**config.mk**
```make
export PLATFORM = sky130hd
export DESIGN_NAME = dac_reconfig_sequencer
export DESIGN_NICKNAME = d
export VERILOG_FILES = /design/src/rtl/dac_reconfig_sequencer_pkg.sv /design/src/rtl/dac_reconfig_sequencer_sync_vec.sv /design/src/rtl/dac_reconfig_sequencer.sv
export SDC_FILE = /design/constraint.sdc
export NUM_CORES = 1
export LEC_CHECK = 0
export CAP_MARGIN = 20
export CORE_ASPECT_RATIO = 0.9
export CORE_MARGIN = 10
export CORE_UTILIZATION = 56
export DETAILED_ROUTE_END_ITERATION = 8
export PLACE_DENSITY = 0.79
export SLEW_MARGIN = 10
export SYNTH_ARGS = -nofsm -noshare
export SYNTH_HDL_FRONTEND = slang
export SYNTH_SLANG_ARGS = --single-unit
```
**constraint.sdc**
```tcl
create_clock -name clk -period 3.3 [get_ports clk]
set_input_delay 0.495 -clock clk [delete_from_list [all_inputs] [get_ports clk]]
set_output_delay 0.495 -clock clk [all_outputs]
set_load 0.005 [all_outputs]
```
**src/rtl/dac_reconfig_sequencer_pkg.sv**
```systemverilog
// Shared types and defaults for the DAC reconfiguration sequencer.
package dac_reconfig_sequencer_pkg;

  // Sequencer states; the encoding is visible on the debug port.
  typedef enum logic [2:0] {
    ST_IDLE       = 3'd0,
    ST_DEBOUNCE   = 3'd1,
    ST_MUTE       = 3'd2,
    ST_HOLD_RESET = 3'd3,
    ST_SETTLE     = 3'd4,
    ST_UNMUTE     = 3'd5
  } seq_state_e;

  // Packed MCU configuration word, MSB first.
  typedef struct packed {
    logic       mcu_44_48;
    logic [1:0] mcu_f;
    logic       mcu_dsd_on;
    logic       mcu_bit_6;
    logic       mcu_bit_8;
    logic       mcu_bit_10;
    logic       mclk_sel_chg;
  } cfg_t;

  // Bit positions of the cfg_t fields.
  localparam int CFG_B_MCLK_SEL_CHG = 0;
  localparam int CFG_B_BIT_10       = 1;
  localparam int CFG_B_BIT_8        = 2;
  localparam int CFG_B_BIT_6        = 3;
  localparam int CFG_B_DSD_ON       = 4;
  localparam int CFG_B_F_LO         = 5;
  localparam int CFG_B_44_48        = 7;

  localparam int CFG_W_DEF         = $bits(cfg_t);
  localparam int STABLE_CYCLES_DEF = 1024;
  localparam int MUTE_CYCLES_DEF   = 4096;
  localparam int RESET_CYCLES_DEF  = 256;
  localparam int SETTLE_CYCLES_DEF = 16384;

  // Largest of four cycle counts; sizes the shared timer.
  function automatic int max4(input int a, input int b, input int c, input int d);
    int m;
    m = a;
    if (b > m) m = b;
    if (c > m) m = c;
    if (d > m) m = d;
    return m;
  endfunction

endpackage

```
**src/rtl/dac_reconfig_sequencer_sync_vec.sv**
```systemverilog
// Two-flop synchroniser for a vector of independent, slowly changing bits.
module dac_reconfig_sequencer_sync_vec #(
  parameter int W = 1
) (
  input  logic         clk,
  input  logic [W-1:0] d,
  output logic [W-1:0] q
);

  logic [W-1:0] meta_q;
  logic [W-1:0] sync_q;

  // Plain two-stage capture; no reset so the first post-reset cycle sees live inputs.
  always_ff @(posedge clk) begin
    meta_q <= d;
    sync_q <= meta_q;
  end

  assign q = sync_q;

endmodule

```
**src/rtl/dac_reconfig_sequencer.sv**
```systemverilog
// Mute / reset / reconfigure / settle / unmute sequencer for DAC format changes.
module dac_reconfig_sequencer
  import dac_reconfig_sequencer_pkg::*;
#(
  parameter int CFG_W         = CFG_W_DEF,
  parameter int STABLE_CYCLES = STABLE_CYCLES_DEF,
  parameter int MUTE_CYCLES   = MUTE_CYCLES_DEF,
  parameter int RESET_CYCLES  = RESET_CYCLES_DEF,
  parameter int SETTLE_CYCLES = SETTLE_CYCLES_DEF
) (
  input  logic             clk,
  input  logic             reset,
  input  logic [CFG_W-1:0] cfg_in,
  input  logic             force_reseq,
  output logic [CFG_W-1:0] cfg_out,
  output logic             cfg_apply,
  output logic             dac_mute_req,
  output logic             dac_reset_req,
  output logic             ready,
  output logic [2:0]       state
);

  localparam int MAX_CYC = max4(STABLE_CYCLES, MUTE_CYCLES, RESET_CYCLES, SETTLE_CYCLES);
  localparam int TW      = $clog2(MAX_CYC + 1);

  localparam logic [TW-1:0] LD_STABLE = TW'(STABLE_CYCLES - 1);
  localparam logic [TW-1:0] LD_MUTE   = TW'(MUTE_CYCLES - 1);
  localparam logic [TW-1:0] LD_RESET  = TW'(RESET_CYCLES - 1);
  localparam logic [TW-1:0] LD_SETTLE = TW'(SETTLE_CYCLES - 1);

  logic [CFG_W-1:0] cfg_s;
  logic             frc_s;

  dac_reconfig_sequencer_sync_vec #(.W(CFG_W)) u_sync_cfg (.clk(clk), .d(cfg_in),      .q(cfg_s));
  dac_reconfig_sequencer_sync_vec #(.W(1))     u_sync_frc (.clk(clk), .d(force_reseq), .q(frc_s));

  seq_state_e       state_q, state_d;
  logic [TW-1:0]    tmr_q, tmr_d;
  logic [CFG_W-1:0] shadow_q, shadow_d;
  logic [CFG_W-1:0] cfg_out_q, cfg_out_d;
  logic             cfg_apply_q, cfg_apply_d;
  logic             mute_q, mute_d;
  logic             rst_q, rst_d;
  logic             ready_q, ready_d;
  logic             frc_prev_q;
  logic             init_q;
  logic             frc_rise;
  logic             tmr_zero;
  logic             ld_cfg;

  assign frc_rise = frc_s & ~frc_prev_q;
  assign tmr_zero = (tmr_q == '0);

  // State register plus the timer, shadow and registered outputs.
  always_ff @(posedge clk) begin
    if (reset) begin
      state_q     <= ST_HOLD_RESET;
      tmr_q       <= LD_RESET;
      shadow_q    <= '0;
      cfg_out_q   <= '0;
      cfg_apply_q <= 1'b0;
      mute_q      <= 1'b1;
      rst_q       <= 1'b1;
      ready_q     <= 1'b0;
      frc_prev_q  <= 1'b0;
      init_q      <= 1'b1;
    end else begin
      state_q     <= state_d;
      tmr_q       <= tmr_d;
      shadow_q    <= shadow_d;
      cfg_out_q   <= cfg_out_d;
      cfg_apply_q <= cfg_apply_d;
      mute_q      <= mute_d;
      rst_q       <= rst_d;
      ready_q     <= ready_d;
      frc_prev_q  <= frc_s;
      init_q      <= 1'b0;
    end
  end

  // Next state: every timed state is entered with N-1 and leaves when the timer hits zero.
  always_comb begin
    state_d  = state_q;
    tmr_d    = tmr_zero ? tmr_q : tmr_q - TW'(1);
    shadow_d = shadow_q;
    unique case (state_q)
      ST_IDLE: begin
        if (frc_rise) begin
          state_d = ST_MUTE;
          tmr_d   = LD_MUTE;
        end else if (cfg_s != cfg_out_q) begin
          state_d  = ST_DEBOUNCE;
          tmr_d    = LD_STABLE;
          shadow_d = cfg_s;
        end
      end
      ST_DEBOUNCE: begin
        if (frc_rise) begin
          state_d = ST_MUTE;
          tmr_d   = LD_MUTE;
        end else if (cfg_s != shadow_q) begin
          // Input still moving: restart the stability window on the new value.
          tmr_d    = LD_STABLE;
          shadow_d = cfg_s;
        end else if (shadow_q == cfg_out_q) begin
          state_d = mute_q ? ST_UNMUTE : ST_IDLE;
        end else if (tmr_zero) begin
          // Already muted (came from SETTLE): go straight to the DAC reset.
          state_d = mute_q ? ST_HOLD_RESET : ST_MUTE;
          tmr_d   = mute_q ? LD_RESET : LD_MUTE;
        end
      end
      ST_MUTE: begin
        if (tmr_zero) begin
          state_d = ST_HOLD_RESET;
          tmr_d   = LD_RESET;
        end
      end
      ST_HOLD_RESET: begin
        if (tmr_zero) begin
          state_d = ST_SETTLE;
          tmr_d   = LD_SETTLE;
        end
      end
      ST_SETTLE: begin
        if (tmr_zero) begin
          if (cfg_s != cfg_out_q) begin
            state_d  = ST_DEBOUNCE;
            tmr_d    = LD_STABLE;
            shadow_d = cfg_s;
          end else begin
            state_d = ST_UNMUTE;
          end
        end
      end
      ST_UNMUTE: state_d = ST_IDLE;
      default: begin
        state_d = ST_HOLD_RESET;
        tmr_d   = LD_RESET;
      end
    endcase
  end

  // Outputs decoded from the next state so they line up with state_q once registered.
  always_comb begin
    mute_d  = 1'b1;
    rst_d   = 1'b0;
    ready_d = 1'b0;
    unique case (state_d)
      ST_IDLE: begin
        mute_d  = 1'b0;
        ready_d = 1'b1;
      end
      ST_DEBOUNCE:   mute_d = mute_q;
      ST_HOLD_RESET: rst_d  = 1'b1;
      default: ;
    endcase
    // New config is captured only when HOLD_RESET begins (or just after reset release).
    ld_cfg      = init_q | ((state_d == ST_HOLD_RESET) & (state_q != ST_HOLD_RESET));
    cfg_out_d   = ld_cfg ? cfg_s : cfg_out_q;
    cfg_apply_d = ld_cfg;
  end

  assign cfg_out       = cfg_out_q;
  assign cfg_apply     = cfg_apply_q;
  assign dac_mute_req  = mute_q;
  assign dac_reset_req = rst_q;
  assign ready         = ready_q;
  assign state         = state_q;

endmodule

```
==> summary.md, run 1 <==
| Metric | Value |
|---|---|
| Top post-synthesis cells by area | dfxtp_1 43%, xor2_1 7.1%, mux2i_1 5.9%, nand2b_1 5.3%, xnor2_1 3.9% |
| CP most frequent cell | buf_4 |
| Post-synth EDFFs | 0 |
| Most frequent cell after synthesis | dfxtp_1 |
| Router iterations before antenna repair | 4 |
| Core area | 0.00458 mm^2 |
| Sequential power share | between 40% and 50% |
| Clock share of power | 44.3% |
| CP max FO | 15 |
| Vias/cell | 5.54 |
| CP required | around 3.6 ns |
| WL final | between 6000 and 7000 um |
| CP Cell Sequence | inv_1 > ha_1 > nor3b_1 > nand4_1 > buf_4 > a21o_1 > a221oi_1 > o21ai_2 > a31oi_1 > buf_4 > mux2i_1 |
| CTS H-Tree Depth | 3 |
| Critical Path Sink Type | flip-flop |
| Die span in y | 86.0 um |
| Slew @ Worst Pin | approximately 0.61 ns |
| Skew final | slightly below 0.006 ns |
| Layout cells sized above 1 | about 9.3% |
| Status | finished clean |
| Resize count post-CTS | 0 |
| Synthesized instance count | roughly 300 |
| Post-DP HPWL | 4440 um |
| Worst-path clk slew | around 0.060 ns |
| GR Util All Layers | approximately 16% |
| Worst IR Drop VDD | 0.355 mV |
| Vias in the first global route | 2175 |
| Clock root buffer | clkbuf_8 |
| Final TNS setup | 0 ns |
| Worst Setup Start Kind | flip-flop |
| Starting DRT DRC Count | ~200 |
| First-pass GRT wire length | 10500 um |
| Combinational power share | 6.5% |
| RSZ-0062 raised after global routing | false |
| Post-CTS Setup Bufs | 0 |
| Largest net degree at the start of global routing | 35 |
| Netlist Area Pre-Place | between 0.002 and 0.003 mm^2 |
| # Max-Cap Violations | 0 |
| Setup violators final | 0 |
| Leakage | 1.30 nW |
| Crit path largest cell delay | around 0.34 ns |
| Crit path DAT | 2.89 ns |
| Yosys top cell area share | a little over two fifths |
| Sw power | 330 uW |
| Minimum clock period | between 2 and 3 ns |
| Fin area | about 0.0032 mm^2 |
| DRC violations left | 0 |
| Worst skew pair latency | 0.34 ns |
| TritonCTS Buffers | 9 |
| PD cells | ~470 mW/mm^2 |
| # IOs | 26 |
| Switching share of power | a little over a fifth |
| Hold Fails Final Rpt | 0 |
| Synth Register Bits | slightly below 60 |
| Sink Count | 58 |
| Area delta synth->final | 19.1% |
| Synth area leader | dfxtp_1 |
| DR vias | approximately 2200 |
| Internal power | roughly 1.2 mW |
| Slew HR | between 50% and 60% |
| Longest Clk Path Bufs | 2 |
| Post-Place Cell Area | between 0.003 and 0.004 mm^2 |
| Starting density of the core | around 59% |
| Antenna violations before repair | 0 |
| Max-slew violation count | 0 |
| Synth cell count leaders | 58 x dfxtp_1, 27 x nand2_1, 26 x nor2_1, 23 x nand2b_1, 22 x xor2_1 |
| Overflow after GRT | 0 |
| Hold Path Class | reg -> reg |
| Layout net count | about 340 |
| DIE AREA | between 0.008 and 0.009 mm^2 |
| Post-DRT Antenna Nets | 0 |
| Die width | 93.3 um |
| Syn Nets | about 310 |
| Synth Area per Inst | approximately 9 um^2 |
| Sequential share of the synthesized area | between 40% and 50% |
| Cell variety after synth | 44 |
| Hold_buf cts | 0 |
| Site Rows | 23 |
| PortBufs | 25 |
| Per-cell routed wire length | 15.6 um |
| Main synth FF type | dfxtp_1 |
| FMAX | between 300 and 400 MHz |
| N_diodes | 0 |
| Final worst-path cycle share | ~79% |
| GP Congestion | between 0.9 and 1 |
| Ys Warns | 0 |
| CP max stage cell | nor3b_1 |
| Post-Route Utilization | between 70 and 80% |
| Crit path kind | reg -> reg |
| Share of flip-flops with an asynchronous set or reset | 0% |
| TritonCTS clock tree | built |
[stage by stage]
stage	power [mW]	std cells	hold slack, ns	worst slack, ns
floorplan	0.815	301	0.310	1.05
global placement	0.856	382	0.311	0.875
detailed placement	0.859	382	0.313	0.795
CTS	1.53	397	0.322	0.706
global route	1.58	397	0.333	0.464
finish	1.51	397	0.320	0.678
[critical path, delay by kind of cell, from the launching register on]
kind            cells  cell delay (ns)
buf+inv             3             0.52
flops               1             0.33
simple gates        2             0.48
fa+ha+maj           1             0.19
compound gates      4             0.79
mux                 1             0.22
[state kept, by name (all words and copies together), names as in the netlist, 3 cells and up]
signal	cells
shadow_q	8
state	3
u_sync_cfg.q	8
cfg_out	8
tmr_q	15
u_sync_cfg.meta_q	8
[layout make-up]
type / count / area [um^2]
multi-input combinational: 230 / 1490
fill: 368 / 1350
sequential: 58 / 1160
timing repair buffer: 29 / 280
clock buffer: 13 / 169
tap: 62 / 77.6
clock inverter: 2 / 35.0
inverter: 3 / 11.3
[metal layers]
metal	global-route usage [%]	wire length, um	vias to the layer above	part of all wire (%)
met3	7.06	396	5	6.4
met4	6.16	70	0	1.1
met5	0	0	-	0
met1	20.8	2940	1030	48
li1	-	-	1107	-
met2	24.1	2770	57	45
[power by group through the flow]
stage / logic [mW] / registers, mW / clock network, mW
global route: 0.111 / 0.748 / 0.718
global placement: 0.0968 / 0.759 / 0
floorplan: 0.0586 / 0.756 / 0
detailed placement: 0.0990 / 0.760 / 0
finish: 0.0988 / 0.745 / 0.670
CTS: 0.0995 / 0.745 / 0.686
[layout by cell type, fill, tap and decap left out, types with 2 or more instances in the layout]
master           netlist  final
a221oi_1               2      2
nor3b_1                2      2
buf_4                  0      4
nand4_1                4      4
or4_4                  3      3
nand3_1                6      6
nor4_1                 8      8
xnor2_1               12     12
nand3b_1               3      3
o21ai_0               17     17
clkdlybuf4s50_1        0     25
nand2b_1              23     23
ha_1                   2      2
mux2i_1               16     16
and2_1                 2      2
nor3_1                 7      7
nand2_1               27     27
clkbuf_8               0     12
a21o_1                 4      4
nor2b_1                3      3
o22ai_1                2      2
nor2_1                26     26
a21oi_1               14     14
a31oi_1                3      3
dfxtp_1               58     58
inv_1                  3      3
or3_1                  2      2
or2_2                  5      5
xor2_1                22     22
[path summary, 6_finish.rpt]
kind              slack (ns)                       to                    startpoint  cells after the start
setup / recovery        0.68  cfg_out[3]$_SDFFE_PP0P_           tmr_q[0]$_SDFF_PP1_                     11
hold / removal          0.32  u_sync_cfg.q[3]$_DFF_P_  u_sync_cfg.meta_q[3]$_DFF_P_                      0
setup reg to reg        0.68  cfg_out[3]$_SDFFE_PP0P_           tmr_q[0]$_SDFF_PP1_                     11
hold reg to reg         0.32  u_sync_cfg.q[3]$_DFF_P_  u_sync_cfg.meta_q[3]$_DFF_P_                      0
[kinds of logic after synthesis]
kind of cell / count (synthesis) / synth area share, %
AOI/OAI and AO/OA: 51 / 11.5
xor gates and xnor gates: 34 / 11.0
adders and majority gates: 2 / 0.924
buffers and inverters: 13 / 2.08
DFF: 58 / 42.9
muxes: 16 / 5.91
and+or+nand+nor: 127 / 25.8
(Power assumes the default switching activity.)
==> run 2: changes to the inputs <==
- clock period: 3.3 -> 2.7 ns (I/O delays scaled with it)
==> run 2 against run 1 <==
Sequential power rose by 22%. Combinational power is 21% higher. Sequential share of layout area fell by 0.40 points. Setup slack got worse by 0.51 ns. Core utilization is 0.79 points higher. Cell count up 0.76%. Final area grew 1.1%. Clock power is 32% higher. Via count is 0.77% higher. Register-to-register slack lost 0.51 ns. Hold slack better by 0.0067 ns. First-iteration DRC count fell by 22%. Critical endpoint is now cfg_out[0]$_SDFFE_PP0P_.
==> summary.md, run 2 (synthesis results as in run 1) <==
| Metric | Value |
|---|---|
| Status | finished clean |
| DRC violations left | 0 (unchanged) |
| GR Util All Layers | 16.3% (-0.15 points) |
| Slew HR | 61.5% (+2.7 points) |
| Leakage | 1.31 nW (+1.1%) |
| Per-cell routed wire length | 15.4 um (-0.75%) |
| Antenna violations before repair | 0 (unchanged) |
| First-pass GRT wire length | 10400 um (-0.86%) |
| PortBufs | 25 (unchanged) |
| CP required | 2.97 ns (-0.59 ns) |
| Clock root buffer | clkbuf_8 |
| Area delta synth->final | 20.4% |
| Longest Clk Path Bufs | 2 (unchanged) |
| Worst-path clk slew | 0.06 ns (about the same) |
| Sink Count | 58 (unchanged) |
| M2 GR Usage | 23.7% (-0.44 points) |
| Die width | 93.3 um (unchanged) |
| Layout net count | 347 (+0.87%) |
| CTS H-Tree Depth | 3 (unchanged) |
| RSZ-0062 raised after global routing | false |
| Minimum clock period | 2.53 ns (-0.0876 ns) |
| Slew @ Worst Pin | 0.572 ns (-0.0400 ns) |
| Hold Path Class | reg -> reg |
| Post-CTS Setup Bufs | 0 (unchanged) |
| Max reg flops | 15 (unchanged) |
| Starting DRT DRC Count | 155 (-22%) |
| Clock share of power | 46.2% (+1.9 points) |
| Site Rows | 23 (unchanged) |
| Combinational power share | 6.3% (-0.2 points) |
| Sequential power share | 47.5% (-1.7 points) |
| Fin cells | 400 (+0.76%) |
| Worst Setup Start Kind | flip-flop |
| Dpl cells | 385 (+0.79%) |
| Crit path DAT | 2.81 ns (-0.08 ns) |
| Largest Register | tmr_q |
| Most Crowded Layer GR | met2 |
| Final TNS setup | 0 ns (unchanged) |
| Hold_buf cts | 0 (unchanged) |
| Core area | 0.00458 mm^2 (unchanged) |
| Post-DRT Antenna Nets | 0 (unchanged) |
| GP Congestion | 0.936 (-3.7%) |
| Worst skew pair latency | 0.35 ns (about the same) |
| DR vias | 2216 (+0.77%) |
| Skew final | 0.00844 ns (+0.00260 ns) |
| Starting density of the core | 59.2% (unchanged) |
| Internal power | 1.49 mW (+26%) |
| Resize count post-CTS | 0 (unchanged) |
| Crit path kind | reg -> reg |
| PD cells | 587 mW/mm^2 (+25%) |
| TritonCTS Buffers | 9 (unchanged) |
| GR Layer Usage met1 | 20.9% (+0.093 points) |
| Number of fill cells | 360 (-2.2%) |
| # Max-Cap Violations | 0 (unchanged) |
| N_diodes | 0 (unchanged) |
| Commonest non-fill, non-tap cell in the layout | dfxtp_1 |
| Final worst-path cycle share | 93.9% (+14 points) |
| Vias/cell | 5.54 (about the same) |
| Overflow after GRT | 0 (unchanged) |
| Hold Fails Final Rpt | 0 (unchanged) |
| Post-DP HPWL | 4570 um (+3.0%) |
| Sw power | 424 uW (+28%) |
| Die span in y | 86.0 um (unchanged) |
| DIE AREA | 0.00802 mm^2 (unchanged) |
| Layout cells sized above 1 | 10.1% (+0.81 points) |
| Router iterations before antenna repair | 4 (unchanged) |
| FMAX | 395 MHz (+3.5%) |
| Most frequent cells in the layout | 58 x dfxtp_1, 27 x nand2_1, 26 x nor2_1, 25 x clkdlybuf4s50_1, 23 x nand2b_1 |
| # IOs | 26 (unchanged) |
| Switching share of power | 22.1% (+0.33 points) |
| Vias in the first global route | 2122 (-2.4%) |
| Setup violators final | 0 (unchanged) |
| Post-Route Utilization | 71.3% (+0.79 points) |
| Largest net degree at the start of global routing | 32 (-8.6%) |
| CP max FO | 9 (-6) |
| Worst IR Drop VDD | 0.412 mV (+16%) |
| Met3 usage | 5.23% (-1.8 points) |
| Max-slew violation count | 0 (unchanged) |
| Critical Path Sink Type | flip-flop |
| WL final | 6180 um (unchanged) |
| TritonCTS clock tree | built |
run 2: cell types whose count changed in the layout (fill, tap and decap cells not counted):
cell | before | now
clkinvlp_4 | 0 | 1
clkinv_2 | 1 | 0
clkbuf_8 | 12 | 10
bufinv_16 | 1 | 2
clkinv_4 | 0 | 1
buf_4 | 4 | 7
run 2: metrics by stage:
stage / cell area (um^2) / power (mW) / hold WS, ns / worst slack [ns]
floorplan: 2710 / 0.996 / 0.310 / 0.446
global placement: 3040 / 1.05 / 0.310 / 0.231
detailed placement: 3040 / 1.05 / 0.314 / 0.205
CTS: 3260 / 1.93 / 0.329 / 0.189
global route: 3260 / 1.99 / 0.325 / 0.0430
finish: 3260 / 1.92 / 0.326 / 0.166
run 2: worst max-delay path: stages, from the launching register on:
cell	delay (ns)
dfxtp_1	0.34
inv_1	0.06
ha_1	0.19
nor3b_1	0.36
nand4_1	0.19
a21o_1	0.22
a221oi_1	0.34
o21ai_2	0.16
a31oi_1	0.16
buf_4	0.23
mux2i_1	0.22
run 2: cell type report:
cell class	count	area [um^2]	share of cell area, %
multi-input cells	230	1490	45.7
repair buffers	32	303	9.28
clock inverters	4	76.3	2.34
clock buffers	11	141	4.33
well taps	62	77.6	2.38
inverters	3	11.3	0.345
flip-flops and latches	58	1160	35.6
run 2: power by group through the flow:
| stage | Sequential [mW] | Clock (mW) | Combinational [mW] |
|---|---|---|---|
| global placement | 0.928 | 0 | 0.119 |
| detailed placement | 0.929 | 0 | 0.121 |
| floorplan | 0.924 | 0 | 0.0716 |
| CTS | 0.911 | 0.901 | 0.121 |
| finish | 0.911 | 0.885 | 0.120 |
| global route | 0.914 | 0.938 | 0.135 |
run 2: worst paths after layout:
path         cells after the start  slack [ns]                       to                    startpoint
min reg2reg                      0        0.33  u_sync_cfg.q[6]$_DFF_P_  u_sync_cfg.meta_q[6]$_DFF_P_
max                             10        0.17  cfg_out[0]$_SDFFE_PP0P_           tmr_q[0]$_SDFF_PP1_
min                              0        0.33  u_sync_cfg.q[6]$_DFF_P_  u_sync_cfg.meta_q[6]$_DFF_P_
max reg2reg                     10        0.17  cfg_out[0]$_SDFFE_PP0P_           tmr_q[0]$_SDFF_PP1_
run 2: per-layer routing:
metal  part of all wire (%)  wire [um]
met4                    2.1        132
met5                      0          0
met1                     48       2950
met3                    6.2        380
met2                     44       2720
==> run 3: changes to the inputs <==
- CTS_BUF_LIST: not set -> sky130_fd_sc_hd__clkbuf_16
==> run 3 against run 2 <==
Hold slack worse by 0.0032 ns. Sequential share of layout area decreased by 1.0 points. Largest power group is now clock. Clock skew is 0.0018 ns lower. Via count increased by 1.9%. Critical endpoint is now cfg_out[4]$_SDFFE_PP0P_. Critical path type unchanged. Clock power rose by 32%. First-iteration DRC count grew 9.7%.
==> summary.md, run 3 (synthesis results as in run 1) <==
| Metric | Value |
|---|---|
| Starting density of the core | 59.2% (unchanged) |
| Crit path DAT | 2.71 ns (-0.10 ns) |
| Slew @ Worst Pin | 0.590 ns (+0.0178 ns) |
| Worst-path clk slew | 0.05 ns (about the same) |
| CP max FO | 9 (unchanged) |
| GR Util All Layers | 16.3% (-0.054 points) |
| Layout cells sized above 1 | 10.1% (unchanged) |
| # Max-Cap Violations | 0 (unchanged) |
| PD cells | 657 mW/mm^2 (+12%) |
| Antenna violations before repair | 0 (unchanged) |
| Skew final | 0.00668 ns (-0.00177 ns) |
| Router iterations before antenna repair | 4 (unchanged) |
| Hold_buf cts | 0 (unchanged) |
| Status | finished clean |
| CP Cell Sequence | or4_4 > or4_4 > nor4_4 > a221oi_1 > o21ai_2 > a31oi_1 > buf_4 > mux2i_1 |
| Setup violators final | 0 (unchanged) |
| Crit path largest cell delay | 0.55 ns (+0.19 ns) |
| Post-CTS Setup Bufs | 0 (unchanged) |
| Largest net degree at the start of global routing | 32 (unchanged) |
| Most frequent cells in the layout | 58 x dfxtp_1, 27 x nand2_1, 26 x nor2_1, 25 x clkdlybuf4s50_1, 23 x nand2b_1 |
| Post-DP HPWL | 4570 um (unchanged) |
| Max-slew violation count | 0 (unchanged) |
| TritonCTS Buffers | 9 (unchanged) |
| RSZ-0062 raised after global routing | false |
| Die width | 93.3 um (unchanged) |
| Critical Path Sink Type | flip-flop |
| Final setup margin | 0.197 ns (+0.0308 ns) |
| Final TNS setup | 0 ns (unchanged) |
| # IOs | 26 (unchanged) |
| Post-DRT Antenna Nets | 0 (unchanged) |
| Worst IR Drop VDD | 0.448 mV (+8.8%) |
| Commonest non-fill, non-tap cell in the layout | dfxtp_1 |
| Final worst-path cycle share | 92.7% (-1.1 points) |
| FMAX | 399 MHz (+1.2%) |
| Vias in the first global route | 2156 (+1.6%) |
| Overflow after GRT | 0 (unchanged) |
| Hold Path Class | reg -> reg |
| WL final | 6290 um (+1.7%) |
| Longest Clk Path Bufs | 2 (unchanged) |
| Max reg flops | 15 (unchanged) |
| DRC violations left | 0 (unchanged) |
| Hold Fails Final Rpt | 0 (unchanged) |
| Worst skew pair latency | 0.33 ns (-0.02 ns) |
| Starting DRT DRC Count | 170 (+9.7%) |
| Post-place setup slack | 0.205 ns (unchanged) |
| CP most frequent cell | or4_4 |
| Largest Register | tmr_q |
| CP required | 2.91 ns (-0.06 ns) |
| Core area | 0.00458 mm^2 (unchanged) |
| Site Rows | 23 (unchanged) |
| Crit path kind | reg -> reg |
| PortBufs | 25 (unchanged) |
| CP max stage cell | or4_4 |
| Minimum clock period | 2.50 ns (-0.0308 ns) |
| Fin area | 0.00336 mm^2 (+3.0%) |
| Total power | 2.21 mW (+15%) |
| N_diodes | 0 (unchanged) |
| Worst Setup Start Kind | flip-flop |
| TritonCTS clock tree | built |
| Per-cell routed wire length | 15.7 um (+1.7%) |
| Area delta synth->final | 24.0% |
| Die span in y | 86.0 um (unchanged) |
| Post-Place Cell Area | 0.00304 mm^2 (unchanged) |
| Vias/cell | 5.65 (+1.9%) |
| CTS H-Tree Depth | 3 (unchanged) |
| DIE AREA | 0.00802 mm^2 (unchanged) |
| Sink Count | 58 (unchanged) |
| Slew HR | 60.3% (-1.2 points) |
| Clock root buffer | clkbuf_16 |
| First-pass GRT wire length | 10500 um (+1.3%) |
| Leakage | 1.36 nW (+3.4%) |
| Layout net count | 347 (unchanged) |
| GP Congestion | 0.936 (unchanged) |
| DR vias | 2259 (+1.9%) |
-- run 3: final timing paths --
kind	start	endpoint	slack, ns	cells past startpoint
worst max-delay path	tmr_q[8]$_SDFF_PP0_	cfg_out[4]$_SDFFE_PP0P_	0.20	8
worst max register to register	tmr_q[8]$_SDFF_PP0_	cfg_out[4]$_SDFFE_PP0P_	0.20	8
worst min register to register	u_sync_cfg.meta_q[1]$_DFF_P_	u_sync_cfg.q[1]$_DFF_P_	0.32	0
worst min-delay path	u_sync_cfg.meta_q[1]$_DFF_P_	u_sync_cfg.q[1]$_DFF_P_	0.32	0
-- run 3: area by class of cell --
cell class              instances  area (um^2)
clock inverters                 6         83.8
inverters                       3         11.3
repair buffers                 32          303
fillers                       335         1220
clock buffers                   9          225
multi-input cells             230         1500
well taps                      62         77.6
flip-flops and latches         58         1160
-- run 3: repair_timing --
action / 4_1_cts / 5_1_grt
hold endpoints to repair: 0 / 0
setup endpoints to repair: 0 / 5
resized for setup: 0 / 1
-- run 3: metal layers --
metal | part of all wire [%] | vias to the layer above | global-route usage, %
li1 | - | 1116 | -
met1 | 46 | 1061 | 21.4
met2 | 45 | 72 | 24.2
met3 | 7.1 | 10 | 4.88
met4 | 1.4 | 0 | 6.30
met5 | 0 | - | 0
-- run 3: through the flow --
stage | cells | hold slack (ns) | util (%)
after CTS | 400 | 0.326 | 73.3
final | 400 | 0.323 | 73.4
after global routing | 400 | 0.327 | 73.4
after global placement | 385 | 0.310 | 66.5
after floorplan | 301 | 0.310 | -
after detailed placement | 385 | 0.314 | 66.5
-- run 3: report_power, final --
part / internal [mW] / switching (mW)
clock: 0.795 / 0.379
combinational: 0.0668 / 0.0540
sequential: 0.886 / 0.0262
total: 1.75 / 0.459
-- run 3: critical path: cells and delay by family, from the launching register on --
kind,cells,cell delay (ns)
compound gates,3,0.41
buf+inv,1,0.21
flops,1,0.36
mux,1,0.13
simple gates,3,1.27
